`src/rtl/bus_seq_pkg.sv`:
```
// ---------------------------------------------------------------------------
// bus_seq_pkg
// Shared definitions for the bus cycle sequencer:
//   - default data/address widths
//   - strobe levels (the bus strobes are active-low)
//   - sequencer state encoding
//   - strobe_level(): maps a state and an "operation selected" flag to a
//     strobe level, so the Rd and Wr strobes come from one piece of logic
//     and cannot drift apart.
// Optional feature macro used by the files that import this package:
//   BUS_SEQ_TIMEOUT_EN (T2 wait-state timeout).
// ---------------------------------------------------------------------------
package bus_seq_pkg;

  localparam int DEF_DW = 4;
  localparam int DEF_AW = 4;

  // Bus strobes are active-low.
  localparam logic STB_ON  = 1'b0;
  localparam logic STB_OFF = 1'b1;

  typedef enum logic [2:0] {
    S_IDLE = 3'd0,
    S_T1   = 3'd1,
    S_T2   = 3'd2,
    S_T3   = 3'd3,
    S_DONE = 3'd4
  } seq_state_t;

  // A strobe is driven only in T2/T3, and only when its operation is the one
  // in flight. Because callers pass complementary flags for Rd and Wr, the
  // two strobes can never be low together.
  function automatic logic strobe_level(input seq_state_t st, input logic op_sel);
    if (op_sel && ((st == S_T2) || (st == S_T3))) begin
      return STB_ON;
    end
    return STB_OFF;
  endfunction

endpackage

```
`src/rtl/bus_wait_timer.sv`:
```
// ---------------------------------------------------------------------------
// bus_wait_timer
// Counts wait-state cycles for the sequencer's T2 phase and flags when the
// allowed number of waits has been used up. Present only when the
// BUS_SEQ_TIMEOUT_EN macro is defined; without the macro this file declares
// no module.
// Parameters:
//   WAIT_MAX  number of Ready=1 cycles tolerated before expired (>= 1)
// Ports:
//   Clk       in  clock, rising edge
//   Rst       in  asynchronous reset, active-low
//   clear     in  synchronous clear of the wait count
//   count_en  in  count one wait cycle
//   expired   out count has reached WAIT_MAX
// ---------------------------------------------------------------------------
`ifdef BUS_SEQ_TIMEOUT_EN
module bus_wait_timer #(
  parameter int WAIT_MAX = 15
) (
  input  logic Clk,
  input  logic Rst,
  input  logic clear,
  input  logic count_en,
  output logic expired
);

  localparam int CW = (WAIT_MAX < 2) ? 1 : $clog2(WAIT_MAX + 1);
  localparam logic [CW-1:0] LIMIT = CW'(WAIT_MAX);

  logic [CW-1:0] count_q;

  assign expired = (count_q == LIMIT);

  // Saturates at WAIT_MAX so a stalled caller cannot wrap the count.
  always_ff @(posedge Clk or negedge Rst) begin
    if (!Rst) begin
      count_q <= '0;
    end else if (clear) begin
      count_q <= '0;
    end else if (count_en && !expired) begin
      count_q <= count_q + 1'b1;
    end
  end

endmodule
`endif

```
`src/rtl/bus_cycle_sequencer.sv`:
```
// ---------------------------------------------------------------------------
// bus_cycle_sequencer
// Turns single CPU requests (read/write, address, data) into phased bus
// cycles IDLE -> T1 -> T2 (wait)* -> T3 -> DONE -> IDLE, driving the address,
// the write data and the active-low Rd/Wr strobes, waiting for the active-low
// Ready, and returning read data or completion as a one-cycle response pulse.
// One transaction in flight; requests arriving while busy are ignored.
// All outputs are registered.
//
// Optional feature: define BUS_SEQ_TIMEOUT_EN to abort a T2 phase that sees
// more than WAIT_MAX Ready=1 cycles (response with Rsp_Err=1, Rsp_Data=0).
// Without the macro T2 waits for Ready indefinitely and Rsp_Err stays 0.
//
// Parameters: DW data width, AW address width,
//             WAIT_MAX wait limit (only with BUS_SEQ_TIMEOUT_EN)
// Ports:
//   Clk, Rst                 clock / async active-low reset
//   Req_Valid, Req_Ready     request handshake
//   Req_Wr, Req_Addr,
//   Req_Data                 request contents, sampled on accept
//   Rsp_Valid, Rsp_Data,
//   Rsp_Err                  one-cycle response
//   Addr_Out, D_Out          bus address / write data
//   Rd, Wr                   bus strobes, active-low
//   Bus_D_In                 bus read data
//   Ready                    bus ready, active-low
// ---------------------------------------------------------------------------
module bus_cycle_sequencer
  import bus_seq_pkg::*;
#(
  parameter int DW = DEF_DW,
  parameter int AW = DEF_AW
`ifdef BUS_SEQ_TIMEOUT_EN
  ,
  parameter int WAIT_MAX = 15
`endif
) (
  input  logic          Clk,
  input  logic          Rst,
  input  logic          Req_Valid,
  output logic          Req_Ready,
  input  logic          Req_Wr,
  input  logic [AW-1:0] Req_Addr,
  input  logic [DW-1:0] Req_Data,
  output logic          Rsp_Valid,
  output logic [DW-1:0] Rsp_Data,
  output logic          Rsp_Err,
  output logic [AW-1:0] Addr_Out,
  output logic [DW-1:0] D_Out,
  output logic          Rd,
  output logic          Wr,
  input  logic [DW-1:0] Bus_D_In,
  input  logic          Ready
);

  seq_state_t    state_q, state_d;
  logic          is_write_q, is_write_d;
  logic          accept;
  logic          timeout_hit;
  logic          abort;

  logic          req_ready_d;
  logic          rsp_valid_d;
  logic [DW-1:0] rsp_data_d;
  logic          rsp_err_d;
  logic [AW-1:0] addr_out_d;
  logic [DW-1:0] d_out_d;
  logic          rd_d;
  logic          wr_d;

  // Req_Ready is registered and is 0 for the first cycle after reset, so the
  // first accept can only happen once it has risen.
  assign accept = (state_q == S_IDLE) && Req_Ready && Req_Valid;

`ifdef BUS_SEQ_TIMEOUT_EN
  // The timer is held clear outside T2, which clears it on every T2 entry,
  // and counts each T2 cycle that still sees Ready high.
  bus_wait_timer #(
    .WAIT_MAX (WAIT_MAX)
  ) u_wait_timer (
    .Clk      (Clk),
    .Rst      (Rst),
    .clear    (state_q != S_T2),
    .count_en ((state_q == S_T2) && Ready),
    .expired  (timeout_hit)
  );
`else
  assign timeout_hit = 1'b0;
`endif

  // Ready low wins over an expired timer: a cycle that completes on the last
  // permitted wait is a normal completion, not an abort.
  assign abort = (state_q == S_T2) && Ready && timeout_hit;

  // Next-state logic. Ready is looked at only in T2.
  always_comb begin
    state_d = state_q;
    case (state_q)
      S_IDLE: if (accept) state_d = S_T1;
      S_T1:   state_d = S_T2;
      S_T2: begin
        if (!Ready) begin
          state_d = S_T3;
        end else if (abort) begin
          state_d = S_DONE;
        end
      end
      S_T3:   state_d = S_DONE;
      S_DONE: state_d = S_IDLE;
      default: state_d = S_IDLE;
    endcase
  end

  // Output register inputs are derived from the state being entered, so each
  // registered output is correct for the whole of that state. Addr_Out and
  // D_Out double as the latched request: loaded on accept, held until IDLE.
  always_comb begin
    is_write_d  = accept ? Req_Wr : is_write_q;
    req_ready_d = (state_d == S_IDLE);
    rsp_valid_d = (state_d == S_DONE);
    rsp_err_d   = abort;
    rsp_data_d  = '0;
    addr_out_d  = Addr_Out;
    d_out_d     = D_Out;

    // Read data is taken on the edge that ends T3; writes and aborts return 0.
    if ((state_q == S_T3) && !is_write_q) begin
      rsp_data_d = Bus_D_In;
    end

    if (accept) begin
      addr_out_d = Req_Addr;
      d_out_d    = Req_Wr ? Req_Data : '0;
    end else if (state_d == S_IDLE) begin
      addr_out_d = '0;
      d_out_d    = '0;
    end

    rd_d = strobe_level(state_d, !is_write_d);
    wr_d = strobe_level(state_d, is_write_d);
  end

  // State and output registers. Reset releases both strobes at once and
  // drops any transaction in flight without a response.
  always_ff @(posedge Clk or negedge Rst) begin
    if (!Rst) begin
      state_q    <= S_IDLE;
      is_write_q <= 1'b0;
      Req_Ready  <= 1'b0;
      Rsp_Valid  <= 1'b0;
      Rsp_Data   <= '0;
      Rsp_Err    <= 1'b0;
      Addr_Out   <= '0;
      D_Out      <= '0;
      Rd         <= STB_OFF;
      Wr         <= STB_OFF;
    end else begin
      state_q    <= state_d;
      is_write_q <= is_write_d;
      Req_Ready  <= req_ready_d;
      Rsp_Valid  <= rsp_valid_d;
      Rsp_Data   <= rsp_data_d;
      Rsp_Err    <= rsp_err_d;
      Addr_Out   <= addr_out_d;
      D_Out      <= d_out_d;
      Rd         <= rd_d;
      Wr         <= wr_d;
    end
  end

endmodule

```
`config.mk`:
```
export PLATFORM = sky130hd
export DESIGN_NAME = bus_cycle_sequencer
export DESIGN_NICKNAME = d
export VERILOG_FILES = /design/src/rtl/bus_seq_pkg.sv /design/src/rtl/bus_wait_timer.sv /design/src/rtl/bus_cycle_sequencer.sv
export SDC_FILE = /design/constraint.sdc
export NUM_CORES = 1
export LEC_CHECK = 0
export CORE_MARGIN = 3
export CORE_UTILIZATION = 42
export CTS_CLUSTER_SIZE = 30
export DETAILED_ROUTE_END_ITERATION = 16
export GPL_TIMING_DRIVEN = 0
export HOLD_SLACK_MARGIN = 0.05
export PLACE_DENSITY = 0.86
export RECOVER_POWER = 100
export SETUP_SLACK_MARGIN = 0.02
export SYNTH_ARGS = -nofsm -noshare
export SYNTH_HDL_FRONTEND = slang
export SYNTH_SLANG_ARGS = --single-unit
```
`constraint.sdc`:
```
create_clock -name Clk -period 2.3 [get_ports Clk]
set_input_delay 0.69 -clock Clk [delete_from_list [all_inputs] [get_ports Clk]]
set_output_delay 0.69 -clock Clk [all_outputs]
set_load 0.03 [all_outputs]
```
# Word level (Yosys, flattened, before mapping)
# Cells that the tools add are included.
# word_totals
inputBits,17
wordCells,41
ff_bits,20
# op_classes
n_reduce_logical,11
muxes,15
n_eq_ne,6
# op_table
cell,count
$mux 4,5
$eq 3x2->1 const B,4
$pmux 3 s4,1
$mux 1,7
$logic_not 3->1,2
$mux 3,2
$logic_and 1x1->1,5
$eq 3x1->1 const B,1
$eq 3x3->1 const B,1
$logic_not 1->1,2
$reduce_bool 2->1,1
$logic_or 1x1->1,1

# Logic depth before layout (Yosys ltp)
# logic_depth
word_depth,10
ltp_mapped,4
mapped_depth_nobuf,3

# Least setup slack after synthesis
# No wires, ideal clock.
# synth_timing
kind,input to register
from,input Req_Valid
to,register D_Out[0]
stages,3
arrival_ps,1242
path_slack_ps,936
path_cell_list,and4b_4 > buf_6 > a32o_1
# synth_via
elab_chain_len,5
# synth_lines
element,line,rtl
"start, declared",bus_cycle_sequencer.sv:40,"input logic Req_Valid,"
$logic_and 1x1->1 *,bus_cycle_sequencer.sv:73,assign accept = (state_q == S_IDLE) && Req_Ready && Req_Valid;
$mux 3,bus_cycle_sequencer.sv:99,S_IDLE: if (accept) state_d = S_T1;
$pmux 3 s4,bus_cycle_sequencer.sv:98,case (state_q)
$logic_not 3->1,bus_cycle_sequencer.sv:134,end else if (state_d == S_IDLE) begin
$reduce_bool 2->1 (no source line),-,
"end signal, assigned",bus_cycle_sequencer.sv:165,D_Out <= d_out_d;
"end, declared",bus_cycle_sequencer.sv:49,"output logic [DW-1:0] D_Out,"
# Mark *: on every way between the ends. The rest lies on a longest branch, timed or not.
# A chain may end at the register's enable or synchronous reset.

# Worst setup path in the final report
# layout_timing
from,register Wr
to,output Wr
# layout_lines
element,line,rtl
"start, declared",bus_cycle_sequencer.sv:51,"output logic Wr,"
"start signal, assigned",bus_cycle_sequencer.sv:167,Wr <= wr_d;
# No word-level cell between the ends.

==> impl_metrics.csv <==
group,metric,value,unit
logic_synthesis,synthTopCellsByArea,"dfrtp_1, dfstp_2, a32o_1",
final_layout,seqCellArea,503.0,µm²
setup_path,end_kind,"output pin",
final_layout,fillers,112,
cts,cts_hold_buf,0,
logic_synthesis,synth-edff-count,0,
sta,setup_slack,0.1320,ns
setup_path,critPathMaxStageDelay,0.66,ns
setup_path,startpoint,"Wr$_DFF_PN1_",
logic_synthesis,synth_seq_cells,20,
setup_path,cp_max_fo,1,
grt,grt_pass1_vias,550,
grt,globalRoute.totalOverflow,0,
setup_path,worstSetupPathType,"flip-flop to output pin",
grt,grt_pass1_wl,2318,µm
sta,holdWs,0.4664,ns
detailed_routing,vias,522,
flow_run,maxCapViolations,0,
setup_path,crit_required,1.61,ns
setup_path,cp_top_family,"buffers and inverters",
cts,clock_latency,0.29,ns
logic_synthesis,syn_inst,49,
placed_design,dp_cells,97,
hold_path,hold_class,"flip-flop to flip-flop",
detailed_routing,postRouteAntennaNets,0,
cts,clkSlewWorstSetupHoldPaths,0.11,ns
logic_synthesis,synth_area,723.2,µm²
logic_synthesis,yosysTopAreaCell,"dfrtp_1",
final_layout,drive_above_1_share,9.412,%
cts,postCtsSetupBuffers,0,
logic_synthesis,yosysMostFrequentCell,"dfrtp_1",
detailed_routing,drc,0,
sta,worst_pin_slew,0.8603,ns
logic_synthesis,yosysSeqAreaShare,69.55,%
setup_path,crit_buf_inv,1,
floorplan,initial_utilization,46.39,%
floorplan,num_rows,14,
setup_path,r2r_cells,4,
final_layout,antennaDiodeCount,0,
sta,period_needed,2.168,ns
logic_synthesis,synthArstFlopShare,100.0,%
setup_path,arrival,1.48,ns
cts,numCtsBuffers,3,
grt,antenna_found_initial,0,
final_layout,fin_nets,103,
sta,fmax,0.4612,GHz
sta,setup_viol,0,
final_layout,multi_input_area,201.4,µm²
placed_design,io_buffers,32,
logic_synthesis,avgSynthCellArea,14.76,µm²
detailed_routing,drt-pass1-iter-count,4,
detailed_routing,drtIter0Drc,4,
logic_synthesis,synth_flop_cell,"dfrtp_1",
cts,clockRootBuffer,"clkbuf_4",
cts,clock_path_buffers,2,
grt,grt_usage,14.51,%
grt,grt_max_degree,21,
sta,hold_viol,0,
floorplan,fp.dieW,47.50,µm
cts,cts_num_sinks,20,
placed_design,preCtsSetupSlack,0.4482,ns
floorplan,dieArea,2256,µm²
floorplan,die_y,47.50,µm
floorplan,coreArea,1559,µm²
sta,maxSlewViolCount,0,
logic_synthesis,synth_top_area_share,62.28,%
logic_synthesis,ys_warn_count,0,
sta,period_share,94.26,%
setup_path,cp-start-kind,"flip-flop",
sta,rsz0062_at_grt,"false",
detailed_routing,routed_wl,1414,µm
setup_path,r2r_start,"state_q[1]$_DFF_PN0_",
power_and_ir_drop,leakage,0.5309,nW
setup_path,crit_cells,1,
status,status,"finished, final reports clean",
sta,fin_setup_tns,0,ns
sta,fin_skew,0.004087,ns
power_and_ir_drop,powerDensity,1150,nW/µm²
final_layout,finalNonFillerCells,101,
placed_design,gp_congestion,0.6808,
logic_synthesis,synth_nets,66,
final_layout,fin_util,70.06,%
hold_path,hold_start,"is_write_q$_DFF_PN0_",
final_layout,area_growth,51.04,%
floorplan,pin_count,34,
setup_path,cp_slowest_cell,"clkdlybuf4s50_1",
detailed_routing,wl_per_cell,14.00,µm
power_and_ir_drop,irDropWorstVdd,0.5754,mV
logic_synthesis,synth.top_cells.by_count,"dfrtp_1, a22o_1, a32o_1, and2_1, nor2_1",
setup_path,crit_chain,"clkdlybuf4s50_1",
cts,ctsResizeCount,0,
sta,timing.slew.headroom,42.46,%
logic_synthesis,ys_types,18,
cts,tritoncts,"done",
hold_path,holdPathStages,1,
cts,htreeDepth,1,
detailed_routing,via_per_inst,5.168,
## cells by family after synthesis
kind of cell | after synthesis | share of synthesized area [%]
and+or+nand+nor | 16 | 14.19
AOI/OAI and AO/OA | 8 | 10.38
buffers and inverters | 2 | 2.595
DFF | 20 | 69.55
xor gates and xnor gates | 1 | 1.211
other | 1 | 0.5185
muxes | 1 | 1.557
## layout by cell type (no fill, tap or decap)
| cell | Yosys | layout |
|---|---|---|
| and2_1 | 4 | 3 |
| dfstp_2 | 2 | 2 |
| a32o_1 | 4 | 4 |
| dlygate4sd3_1 | 0 | 16 |
| clkbuf_1 | 0 | 1 |
| nor2_1 | 4 | 4 |
| conb_1 | 1 | 1 |
| or3_1 | 1 | 1 |
| and2_0 | 0 | 1 |
| buf_4 | 1 | 1 |
| dfrtp_1 | 18 | 18 |
| xnor2_1 | 1 | 1 |
| nand2_1 | 1 | 1 |
| mux2_1 | 1 | 1 |
| clkdlybuf4s50_1 | 0 | 16 |
| nor4b_1 | 1 | 1 |
| or2_1 | 1 | 1 |
| clkbuf_8 | 0 | 1 |
| and4b_4 | 1 | 1 |
| clkbuf_4 | 0 | 3 |
| and3b_1 | 2 | 2 |
| a22o_1 | 4 | 4 |
| nor2b_1 | 1 | 1 |
## layout make-up
| class | count | share of cell area [%] |
|---|---|---|
| plain buffers | 2 | 1.031 |
| clock buffers | 4 | 3.322 |
| multi-input cells | 27 | 18.44 |
| flip-flops and latches | 20 | 46.05 |
| well taps | 16 | 1.833 |
| repair buffers | 32 | 29.32 |
## worst paths after layout
| path | slack (ns) | end |
|---|---|---|
| setup / recovery | 0.13 | Wr |
| hold / removal | 0.47 | Wr$_DFF_PN1_ |
| setup reg to reg | 0.81 | D_Out[2]$_DFFE_PN0P_ |
| hold reg to reg | 0.47 | Wr$_DFF_PN1_ |
| max in group asynchronous | 0.83 | Addr_Out[3]$_DFFE_PN0P_ |
| min in group asynchronous | 0.95 | Rsp_Valid$_DFF_PN0_ |
## power by group
part | internal (W) | total, W | switching (W)
sequential | 0.000467 | 0.000534 | 0.0000675
combinational | 0.000222 | 0.000525 | 0.000304
clock | 0.0000963 | 0.000197 | 0.000101
## stage by stage
step	total power, W	instance area (µm²)
global route	0.001333	1092
floorplan	0.0008667	723.2
global placement	0.001088	1064
finish	0.001256	1092
CTS	0.001305	1100
detailed placement	0.001106	1064
## routing by layer
metal / GRT usage, % / vias up / share of wire, %
met2: 24.60 / 26 / 48
li1: - / 246 / -
met4: 1.657 / 0 / 0
met1: 17.63 / 250 / 41
met3: 6.391 / 0 / 10
met5: 0 / - / 0
## registers in the layout (all words and copies together), names as in the netlist
register    count
Req_Ready       1
Addr_Out        4
Rsp_Data        4
is_write_q      1
Wr              1
Rd              1
D_Out           4
Rsp_Valid       1
state_q         3
Note: power is estimated with default switching activity, not from simulation.
